[src/rtl/pic_pkg.sv]
// rtl/pic_pkg.sv - shared types, constants and helpers for the 8259A acknowledge path
package pic_pkg;

    typedef enum logic [1:0] {
        ST_IDLE = 2'd0,
        ST_ACK1 = 2'd1,
        ST_GAP  = 2'd2,
        ST_ACK2 = 2'd3
    } ack_state_t;

    // Level reported on a spurious acknowledge (no request pending at first fall).
    localparam logic [2:0] SPURIOUS_LEVEL = 3'b111;

    function automatic logic [7:0] onehot8(input logic [2:0] idx);
        onehot8 = 8'h01 << idx;
    endfunction

endpackage

[src/rtl/pic_sync_edge.sv]
// rtl/pic_sync_edge.sv - multi-flop synchroniser with rise/fall detect for active-low strobes
//   clk, reset_n : clock, asynchronous active-low reset (all flops reset to 1)
//   din          : asynchronous strobe input
//   rise, fall   : one-cycle pulses from the last two synchronised samples
module pic_sync_edge #(
    parameter int SYNC_STAGES = 2
) (
    input  logic clk,
    input  logic reset_n,
    input  logic din,
    output logic rise,
    output logic fall
);

    logic [SYNC_STAGES-1:0] sync_q, sync_d;
    logic                   prev_q, prev_d;

    always_comb begin
        sync_d = {sync_q[SYNC_STAGES-2:0], din};
        prev_d = sync_q[SYNC_STAGES-1];
    end

    always_ff @(posedge clk or negedge reset_n) begin
        if (!reset_n) begin
            sync_q <= '1;
            prev_q <= 1'b1;
        end else begin
            sync_q <= sync_d;
            prev_q <= prev_d;
        end
    end

    // Edge seen one cycle after the synchroniser output settles, so the
    // sequencer reacts SYNC_STAGES+1 cycles after the pad edge.
    assign fall = prev_q & ~sync_q[SYNC_STAGES-1];
    assign rise = ~prev_q & sync_q[SYNC_STAGES-1];

endmodule

[src/rtl/interrupt_ack_sequencer.sv]
// rtl/interrupt_ack_sequencer.sv - two-pulse 8086-mode INTA sequencer for the 8259A core
//   INTA_N                         : CPU acknowledge strobe (async, active low)
//   Interrupt_Location/interruptExists : winning level from the priority resolver
//   Address_Write_Enable           : cascade stage grants the vector byte to this device
//   ICW2_Vector, AEOI              : vector base and automatic-EOI mode
//   Data_Out/Data_Out_En           : vector byte and bus drive enable
//   Freeze, Ack_Busy               : resolver hold and sequencer activity
//   IRR_Clear/ISR_Set/ISR_Clear    : one-hot single-cycle register update pulses
module interrupt_ack_sequencer
    import pic_pkg::*;
#(
    parameter int SYNC_STAGES = 2
) (
    input  logic       clk,
    input  logic       reset_n,
    input  logic       INTA_N,
    input  logic [2:0] Interrupt_Location,
    input  logic       interruptExists,
    input  logic       Address_Write_Enable,
    input  logic [4:0] ICW2_Vector,
    input  logic       AEOI,
    output logic [7:0] Data_Out,
    output logic       Data_Out_En,
    output logic       Freeze,
    output logic [7:0] IRR_Clear,
    output logic [7:0] ISR_Set,
    output logic [7:0] ISR_Clear,
    output logic       Ack_Busy
);

    logic inta_rise, inta_fall;

    pic_sync_edge #(.SYNC_STAGES(SYNC_STAGES)) u_inta_sync (
        .clk     (clk),
        .reset_n (reset_n),
        .din     (INTA_N),
        .rise    (inta_rise),
        .fall    (inta_fall)
    );

    ack_state_t state_q, state_d;
    logic [2:0] level_q, level_d;
    logic       valid_q, valid_d;
    logic [7:0] irr_clear_q, irr_clear_d;
    logic [7:0] isr_set_q, isr_set_d;
    logic [7:0] isr_clear_q, isr_clear_d;
    logic [7:0] data_out_q, data_out_d;
    logic       freeze_q, freeze_d;

    always_comb begin
        state_d     = state_q;
        level_d     = level_q;
        valid_d     = valid_q;
        irr_clear_d = 8'h00;
        isr_set_d   = 8'h00;
        isr_clear_d = 8'h00;
        data_out_d  = 8'h00;
        case (state_q)
            ST_IDLE: begin
                if (inta_fall) begin
                    state_d = ST_ACK1;
                    level_d = interruptExists ? Interrupt_Location : SPURIOUS_LEVEL;
                    valid_d = interruptExists;
                    if (interruptExists) begin
                        irr_clear_d = onehot8(Interrupt_Location);
                        isr_set_d   = onehot8(Interrupt_Location);
                    end
                end
            end
            ST_ACK1: begin
                if (inta_rise) begin
                    state_d = ST_GAP;
                end
            end
            ST_GAP: begin
                // No timeout: the second pulse may arrive arbitrarily late.
                if (inta_fall) begin
                    state_d    = ST_ACK2;
                    data_out_d = {ICW2_Vector, level_q};
                end
            end
            ST_ACK2: begin
                if (inta_rise) begin
                    state_d = ST_IDLE;
                    if (AEOI && valid_q) begin
                        isr_clear_d = onehot8(level_q);
                    end
                end else begin
                    data_out_d = data_out_q;
                end
            end
            default: begin
                state_d = ST_IDLE;
            end
        endcase
        freeze_d = (state_d != ST_IDLE);
    end

    always_ff @(posedge clk or negedge reset_n) begin
        if (!reset_n) begin
            state_q     <= ST_IDLE;
            level_q     <= SPURIOUS_LEVEL;
            valid_q     <= 1'b0;
            irr_clear_q <= 8'h00;
            isr_set_q   <= 8'h00;
            isr_clear_q <= 8'h00;
            data_out_q  <= 8'h00;
            freeze_q    <= 1'b0;
        end else begin
            state_q     <= state_d;
            level_q     <= level_d;
            valid_q     <= valid_d;
            irr_clear_q <= irr_clear_d;
            isr_set_q   <= isr_set_d;
            isr_clear_q <= isr_clear_d;
            data_out_q  <= data_out_d;
            freeze_q    <= freeze_d;
        end
    end

    assign Data_Out    = data_out_q;
    // A cascaded slave only drives once CAS selects it, hence combinational.
    assign Data_Out_En = (state_q == ST_ACK2) & Address_Write_Enable;
    assign Freeze      = freeze_q;
    assign IRR_Clear   = irr_clear_q;
    assign ISR_Set     = isr_set_q;
    assign ISR_Clear   = isr_clear_q;
    assign Ack_Busy    = (state_q != ST_IDLE);

endmodule
[config.mk]
export PLATFORM = sky130hd
export DESIGN_NAME = interrupt_ack_sequencer
export DESIGN_NICKNAME = d
export VERILOG_FILES = /design/src/rtl/pic_pkg.sv /design/src/rtl/pic_sync_edge.sv /design/src/rtl/interrupt_ack_sequencer.sv
export SDC_FILE = /design/constraint.sdc
export NUM_CORES = 1
export LEC_CHECK = 0
export CORE_MARGIN = 3
export CORE_UTILIZATION = 45
export DETAILED_ROUTE_END_ITERATION = 16
export PLACE_DENSITY = 0.79
export SLEW_MARGIN = 15
export SYNTH_ARGS = -nofsm -noshare
export SYNTH_HDL_FRONTEND = slang
export SYNTH_HIERARCHICAL = 1
export SYNTH_SLANG_ARGS = --single-unit
[constraint.sdc]
create_clock -name clk -period 2.57 [get_ports clk]
set_input_delay 0.514 -clock clk [delete_from_list [all_inputs] [get_ports clk]]
set_output_delay 0.514 -clock clk [all_outputs]
set_load 0.02 [all_outputs]
; ---- Yosys cells after proc, flatten, opt, wreduce, memory -nomap -nowiden
; Index checks and enable logic that the tools add are counted.
[totals]
wordCells = 40
reg_bits = 34
out_inout_bits = 35
[op_classes]
eq_ne = 4
bitwise_logic = 5
n_shift = 2
n_mux = 15
reduce_logical = 5
[op_table]
columns = op, count
row1 = 8-bit 2-to-1 mux, 8
row2 = 8-bit one-hot mux with 2 select lines, 1
row3 = 1-bit by 3-bit left shift with 8-bit output (first input constant), 2
row4 = 2-bit 2-to-1 mux, 4
row5 = 2-bit one-hot mux with 4 select lines, 1
row6 = 2-bit == test (second input constant), 2
row7 = 2-bit nonzero test, 2
row8 = 1-bit bitwise AND, 3
row9 = 3-bit 2-to-1 mux, 1
row10 = 2-bit by 1-bit == test with 1-bit output (second input constant), 1
row11 = 2-bit logical NOT, 1
row12 = 2-bit != test (second input constant), 1
row13 = 1-bit inverter, 2
row14 = 2-bit AND reduction, 1
row15 = 1-bit logical AND, 1

; ---- Logic depth before layout (Yosys ltp)
[logic_depth]
ltp_word = 5
depth_mapped = 4
ltp_nobuf = 3

; ---- Hierarchy
; Netlist, hierarchy kept.
[by_module_without_submodules]
columns = mod, area_each_um2, seq_area_each_um2, n_inst, cells_per_inst
row1 = interrupt_ack_sequencer, 1360.1, 779.5, 1, 114
row2 = pic_sync_edge, 93.8, 78.8, 1, 5

; ---- Worst setup path after synthesis
; OpenSTA, ideal clock, no wires.
[synth_path]
kind = reg2out
start = register state_q[0]
end = output Ack_Busy
arrival_time_ns = 0.965
path_slack_ns = 1.091
path_stages_with_launch = 4
cell_sequence = dfrtp_1 buf_6 buf_2 or2_2
[synth_via]
elab_chain_len = 1
[synth_lines]
columns = item, line_no
row1 = start: declaration, interrupt_ack_sequencer.sv:41  ; ack_state_t state_q, state_d;
row2 = start signal: assignment, interrupt_ack_sequencer.sv:110  ; state_q <= state_d;
row3 = 2-bit nonzero test, interrupt_ack_sequencer.sv:128  ; assign Ack_Busy = (state_q != ST_IDLE);
row4 = end: declaration, interrupt_ack_sequencer.sv:28  ; output logic Ack_Busy
; No other way between the ends.

; ---- Final worst setup path
[layout_path]
start = register state_q[1]
end = output Data_Out_En
[layout_via]
elab_chain_len = 2
[layout_lines]
columns = item, line_no
row1 = 2-bit == test, interrupt_ack_sequencer.sv:123  ; assign Data_Out_En = (state_q == ST_ACK2) & Address_Write_Enable;
row2 = 1-bit bitwise AND, interrupt_ack_sequencer.sv:123
row3 = end: declaration, interrupt_ack_sequencer.sv:23  ; output logic Data_Out_En,
; No other way between the ends.

==> flow_summary.html <==
<table>
<tr><th>Metric</th><th>Value</th></tr>
<tr><th colspan="2">Outcome</th></tr>
<tr><td>Run status</td><td>completed</td></tr>
<tr><th colspan="2">Critical path</th></tr>
<tr><td>Worst-path maximum fanout</td><td>18</td></tr>
<tr><td>Signal arrival time at the worst endpoint</td><td>1.82 ns</td></tr>
<tr><td>Crit path kind</td><td>register to primary output</td></tr>
<tr><td>Worst R2R End</td><td>level_q[0]$_DFFE_PN1P_</td></tr>
<tr><td>Type of destination of the critical path</td><td>primary output</td></tr>
<tr><td>FF-to-FF path depth</td><td>4</td></tr>
<tr><td>Launch point of the worst path</td><td>state_q[1]$_DFF_PN0_</td></tr>
<tr><td>Critical path data required time</td><td>around 2.1 ns</td></tr>
<tr><td>Reg2Reg Setup Slack</td><td>around 0.7 ns</td></tr>
<tr><td>Crit Reg-Reg Startpoint</td><td>u_inta_sync/prev_q$_DFF_PN1_</td></tr>
<tr><td>Worst setup SP type</td><td>register</td></tr>
<tr><th colspan="2">Logic synthesis</th></tr>
<tr><td>Post-synthesis compound-gate area fraction</td><td>under 10%</td></tr>
<tr><td>Mapped Nets</td><td>around 130</td></tr>
<tr><td>Netlist area before placement</td><td>~1500 um2</td></tr>
<tr><td>Adder-cell share of the synthesized area</td><td>0%</td></tr>
<tr><td>Simple-gate share of the synthesized area</td><td>25.65%</td></tr>
<tr><td>Combinational family with the most area after synthesis</td><td>simple AND/OR/NAND/NOR gates</td></tr>
<tr><td>Post-synthesis share of cell area spent on xor and xnor gates</td><td>0%</td></tr>
<tr><td>Mux share of post-synthesis cell area</td><td>1.549%</td></tr>
<tr><td>Count of synthesis-stage warnings from yosys</td><td>6</td></tr>
<tr><td>Distinct cell type count of the synthesized netlist</td><td>29</td></tr>
<tr><td>Part of the Yosys area used for sequential elements</td><td>about three fifths</td></tr>
<tr><td>Synthesized area per cell</td><td>12.22 um2</td></tr>
<tr><td>Flops &amp; latches, synth</td><td>34</td></tr>
<tr><td>Gate count after technology mapping</td><td>119</td></tr>
<tr><th colspan="2">Place</th></tr>
<tr><td>Placed Instances</td><td>198</td></tr>
<tr><td>Number of buffer cells added on primary ports</td><td>48</td></tr>
<tr><td>Area of placed instances</td><td>1903 um2</td></tr>
<tr><td>Routability congestion estimate from global placement</td><td>between 0.7 and 0.8</td></tr>
<tr><td>Final HPWL from detailed placement</td><td>2.127 mm</td></tr>
<tr><th colspan="2">Worst hold path</th></tr>
<tr><td>Worst min-delay path class</td><td>register to register</td></tr>
<tr><td>Number of cells on the worst hold path</td><td>0</td></tr>
<tr><td>Hold Path Origin</td><td>u_inta_sync/sync_q[0]$_DFF_PN1_</td></tr>
<tr><td>Worst Hold Path EP</td><td>u_inta_sync/sync_q[1]$_DFF_PN1_</td></tr>
<tr><th colspan="2">Detailed routing</th></tr>
<tr><td>Routed len/inst</td><td>14.20 um</td></tr>
<tr><td>Total wire length after detailed routing</td><td>2.912 mm</td></tr>
<tr><td>Total vias in the final route</td><td>around 1000</td></tr>
<tr><td>Post-route ant nets</td><td>0</td></tr>
<tr><td>Remaining design rule violation count</td><td>0</td></tr>
<tr><td>Via count normalized by instance count</td><td>5.063</td></tr>
<tr><td>First-pass DRT Iterations</td><td>4</td></tr>
<tr><td>Initial drt markers</td><td>24</td></tr>
<tr><th colspan="2">Clock tree</th></tr>
<tr><td>H-tree levels</td><td>2</td></tr>
<tr><td>Buffers inserted by post-CTS timing repair</td><td>0</td></tr>
<tr><td>Post-CTS Hold Buffers</td><td>0</td></tr>
<tr><td>Clock latency on the worst-skew pair</td><td>0.31 ns</td></tr>
<tr><td>Post-cts resize count</td><td>0</td></tr>
<tr><td>Clock transition time at the flip-flop clock pins of the worst setup and hold paths</td><td>0.08 ns</td></tr>
<tr><td>Max Buffers Root-to-Sink</td><td>2</td></tr>
<tr><td>Total clock sinks</td><td>34</td></tr>
<tr><td>Clock tree from TritonCTS</td><td>built</td></tr>
<tr><td>Number of buffers inserted during clock tree synthesis</td><td>5</td></tr>
<tr><td>Buffer type at the clock tree root</td><td>clkbuf_4</td></tr>
<tr><th colspan="2">STA</th></tr>
<tr><td>Number of slew-limit violations in the final report</td><td>0</td></tr>
<tr><td>Final Setup Violations</td><td>0</td></tr>
<tr><td>Max Clk Rate</td><td>428.8 MHz</td></tr>
<tr><td>Worst Tran Pin Value</td><td>just over 0.5 ns</td></tr>
<tr><td>Post-route fraction of the period consumed by the critical path</td><td>90.75%</td></tr>
<tr><td>Relative max-transition margin</td><td>about two thirds</td></tr>
<tr><td>Setup repair after global routing missed its margin</td><td>no</td></tr>
<tr><td>Post-layout minimum cycle time</td><td>2.332 ns</td></tr>
<tr><td>Setup TNS after final layout</td><td>0 ns</td></tr>
<tr><td>Total count of hold-check failures in the final report</td><td>0</td></tr>
<tr><td>Fin Clk Skew</td><td>~0.0037 ns</td></tr>
<tr><th colspan="2">Global route</th></tr>
<tr><td>Number of antenna violations at the first check in global routing</td><td>0</td></tr>
<tr><td>Global-route congestion overflow total</td><td>0</td></tr>
<tr><td>Total Routing Usage GR</td><td>about 16%</td></tr>
<tr><td>Maximum number of pins on one net before global-route repair</td><td>35</td></tr>
<tr><td>Global-route wire length before repair</td><td>between 4 and 5 mm</td></tr>
<tr><td>Vias in the first global route</td><td>between 1000 and 1500</td></tr>
<tr><th colspan="2">Die</th></tr>
<tr><td>Horizontal die dimension</td><td>62.84 um</td></tr>
<tr><td>Die Span Y</td><td>62.84 um</td></tr>
<tr><td>Initial standard-cell utilization of the core</td><td>47.24%</td></tr>
<tr><td>Core region area</td><td>roughly 3000 um2</td></tr>
<tr><td>DIE AREA</td><td>slightly below 4000 um2</td></tr>
<tr><td>I/O pins</td><td>49</td></tr>
<tr><td>Std cell rows</td><td>20</td></tr>
<tr><th colspan="2">Flow run</th></tr>
<tr><td>Number of violations of the max-capacitance limit</td><td>0</td></tr>
<tr><th colspan="2">Cells and area</th></tr>
<tr><td>Area growth, synth to finish</td><td>33.99%</td></tr>
<tr><td>Final Non-Filler Cells</td><td>approximately 210</td></tr>
<tr><td>Final net count</td><td>approximately 180</td></tr>
<tr><td>Fraction of final layout cells with drive strength greater than 1</td><td>13.66%</td></tr>
<tr><td>Util after Layout</td><td>roughly 63%</td></tr>
<tr><td>Post-route cell area</td><td>1948 um2</td></tr>
<tr><td>Number of diodes added for antenna fixing</td><td>0</td></tr>
<tr><th colspan="2">Power and ir drop</th></tr>
<tr><td>Lkg Pwr</td><td>about 0.77 nW</td></tr>
<tr><td>Power share of the combinational group</td><td>23.6%</td></tr>
<tr><td>Clock power share</td><td>about a fifth</td></tr>
<tr><td>Worst voltage drop across the vdd grid</td><td>0.0004813 V</td></tr>
<tr><td>Sequential share of power</td><td>56.8%</td></tr>
<tr><td>Fraction of power spent switching nets</td><td>30.21%</td></tr>
<tr><td>Net switching power figure</td><td>0.3846 mW</td></tr>
<tr><td>Internal power</td><td>a little under 0.9 mW</td></tr>
<tr><td>Pwr Density</td><td>around 650 nW/um2</td></tr>
</table>
-- critical path: stages (launching register included) --
cell             delay, ns
dfrtp_1               0.67
and3_1                0.23
clkdlybuf4s50_1       0.60
-- cells by family (layout without fill, tap and decap cells) --
group           Yosys count  count (layout)
compound gates           11              11
simple gates             54              54
flops                    34              34
buf+inv                  18              60
mux                       2               2
-- power groups by stage --
stage          logic [mW]  registers (mW)  clock network [mW]
6_report            0.300           0.724               0.249
3_3_place_gp        0.291           0.725                   0
4_1_cts             0.303           0.722               0.264
2_1_floorplan       0.207           0.699                   0
3_5_place_dp        0.302           0.733                   0
5_1_grt             0.323           0.739               0.285
-- cells in the final DEF, fill, tap and decap left out, types with 2 or more instances in the layout --
master and n:
nor4b_2 2, nor2_1 4, a21boi_0 8, nand4_1 3, clkdlybuf4s50_1 48, nand4b_1 2, nand2_1 4, nor3_1 6
dfrtp_1 28, buf_4 3, nor4_1 4, clkbuf_4 5, nand3b_1 17, inv_1 2, dfstp_2 6, mux2_2 2
clkbuf_1 2, nand2b_1 5
-- stage by stage --
step	worst slack (ns)	hold WS [ns]	power (mW)
final	0.2376	0.3598	1.273
after global routing	0.1008	0.3639	1.347
after CTS	0.2098	0.3625	1.289
after detailed placement	0.3514	0.3488	1.035
after global placement	0.3517	0.3478	1.016
after floorplan	1.091	0.2184	0.9052
-- state kept, by name, summed over array words and instances (netlist names) --
name	count
Data_Out	8
valid_q	1
u_inta_sync/prev_q	1
level_q	3
ISR_Clear	8
u_inta_sync/sync_q	2
state_q	2
ISR_Set	8
Freeze	1
-- per-layer routing --
layer | up-vias | GRT usage, % | wire length (um)
met3 | 5 | 4.317 | 119
met5 | - | 0 | 0
met2 | 28 | 29.43 | 1634
met1 | 510 | 17.53 | 1122
met4 | 0 | 7.438 | 36
li1 | 495 | - | -
-- synthesized netlist by cell type --
| cell | instances | area (um2) |
|---|---|---|
| dfrtp_1 | 28 | 700.7 |
| nand3b_1 | 17 | 127.6 |
| buf_4 | 10 | 75.07 |
| a21boi_0 | 8 | 60.06 |
| dfstp_2 | 6 | 157.7 |
| nor3_1 | 6 | 30.03 |
| nand2b_1 | 5 | 31.28 |
| nand2_1 | 4 | 15.01 |
| nor2_1 | 4 | 15.01 |
| nor4_1 | 4 | 25.02 |
| nand4_1 | 3 | 18.77 |
| buf_2 | 2 | 10.01 |
| clkbuf_1 | 2 | 7.510 |
| inv_1 | 2 | 7.510 |
| mux2_2 | 2 | 22.52 |
| nand4b_1 | 2 | 17.52 |
| nor4b_2 | 2 | 30.03 |
| a21bo_2 | 1 | 10.01 |
| and2b_2 | 1 | 8.760 |
| and3_1 | 1 | 6.260 |
| buf_6 | 1 | 11.26 |
| clkbuf_2 | 1 | 5.000 |
| nand3_1 | 1 | 5.000 |
| nand4bb_1 | 1 | 11.26 |
| nor2b_1 | 1 | 6.260 |
| nor3b_4 | 1 | 18.77 |
| o21ai_0 | 1 | 5.000 |
| o22a_1 | 1 | 8.760 |
| or2_2 | 1 | 6.260 |
-- final cells by class --
type	count	area (um2)
Clock buffer	7	45.04
Sequential cell	34	858.3
Multi-Input combinational cell	67	479.2
Timing Repair Buffer	51	503.0
Inverter	2	7.507
Fill cell	249	1130
Tap cell	44	55.05
-- worst max path at each step --
stage                  endpoint  slack (ns)
finish              Data_Out_En        0.24
CTS                 Data_Out_En        0.21
global route        Data_Out_En        0.10
floorplan              Ack_Busy        1.09
global placement    Data_Out_En        0.35
detailed placement  Data_Out_En        0.35
(Power assumes the default switching activity.)
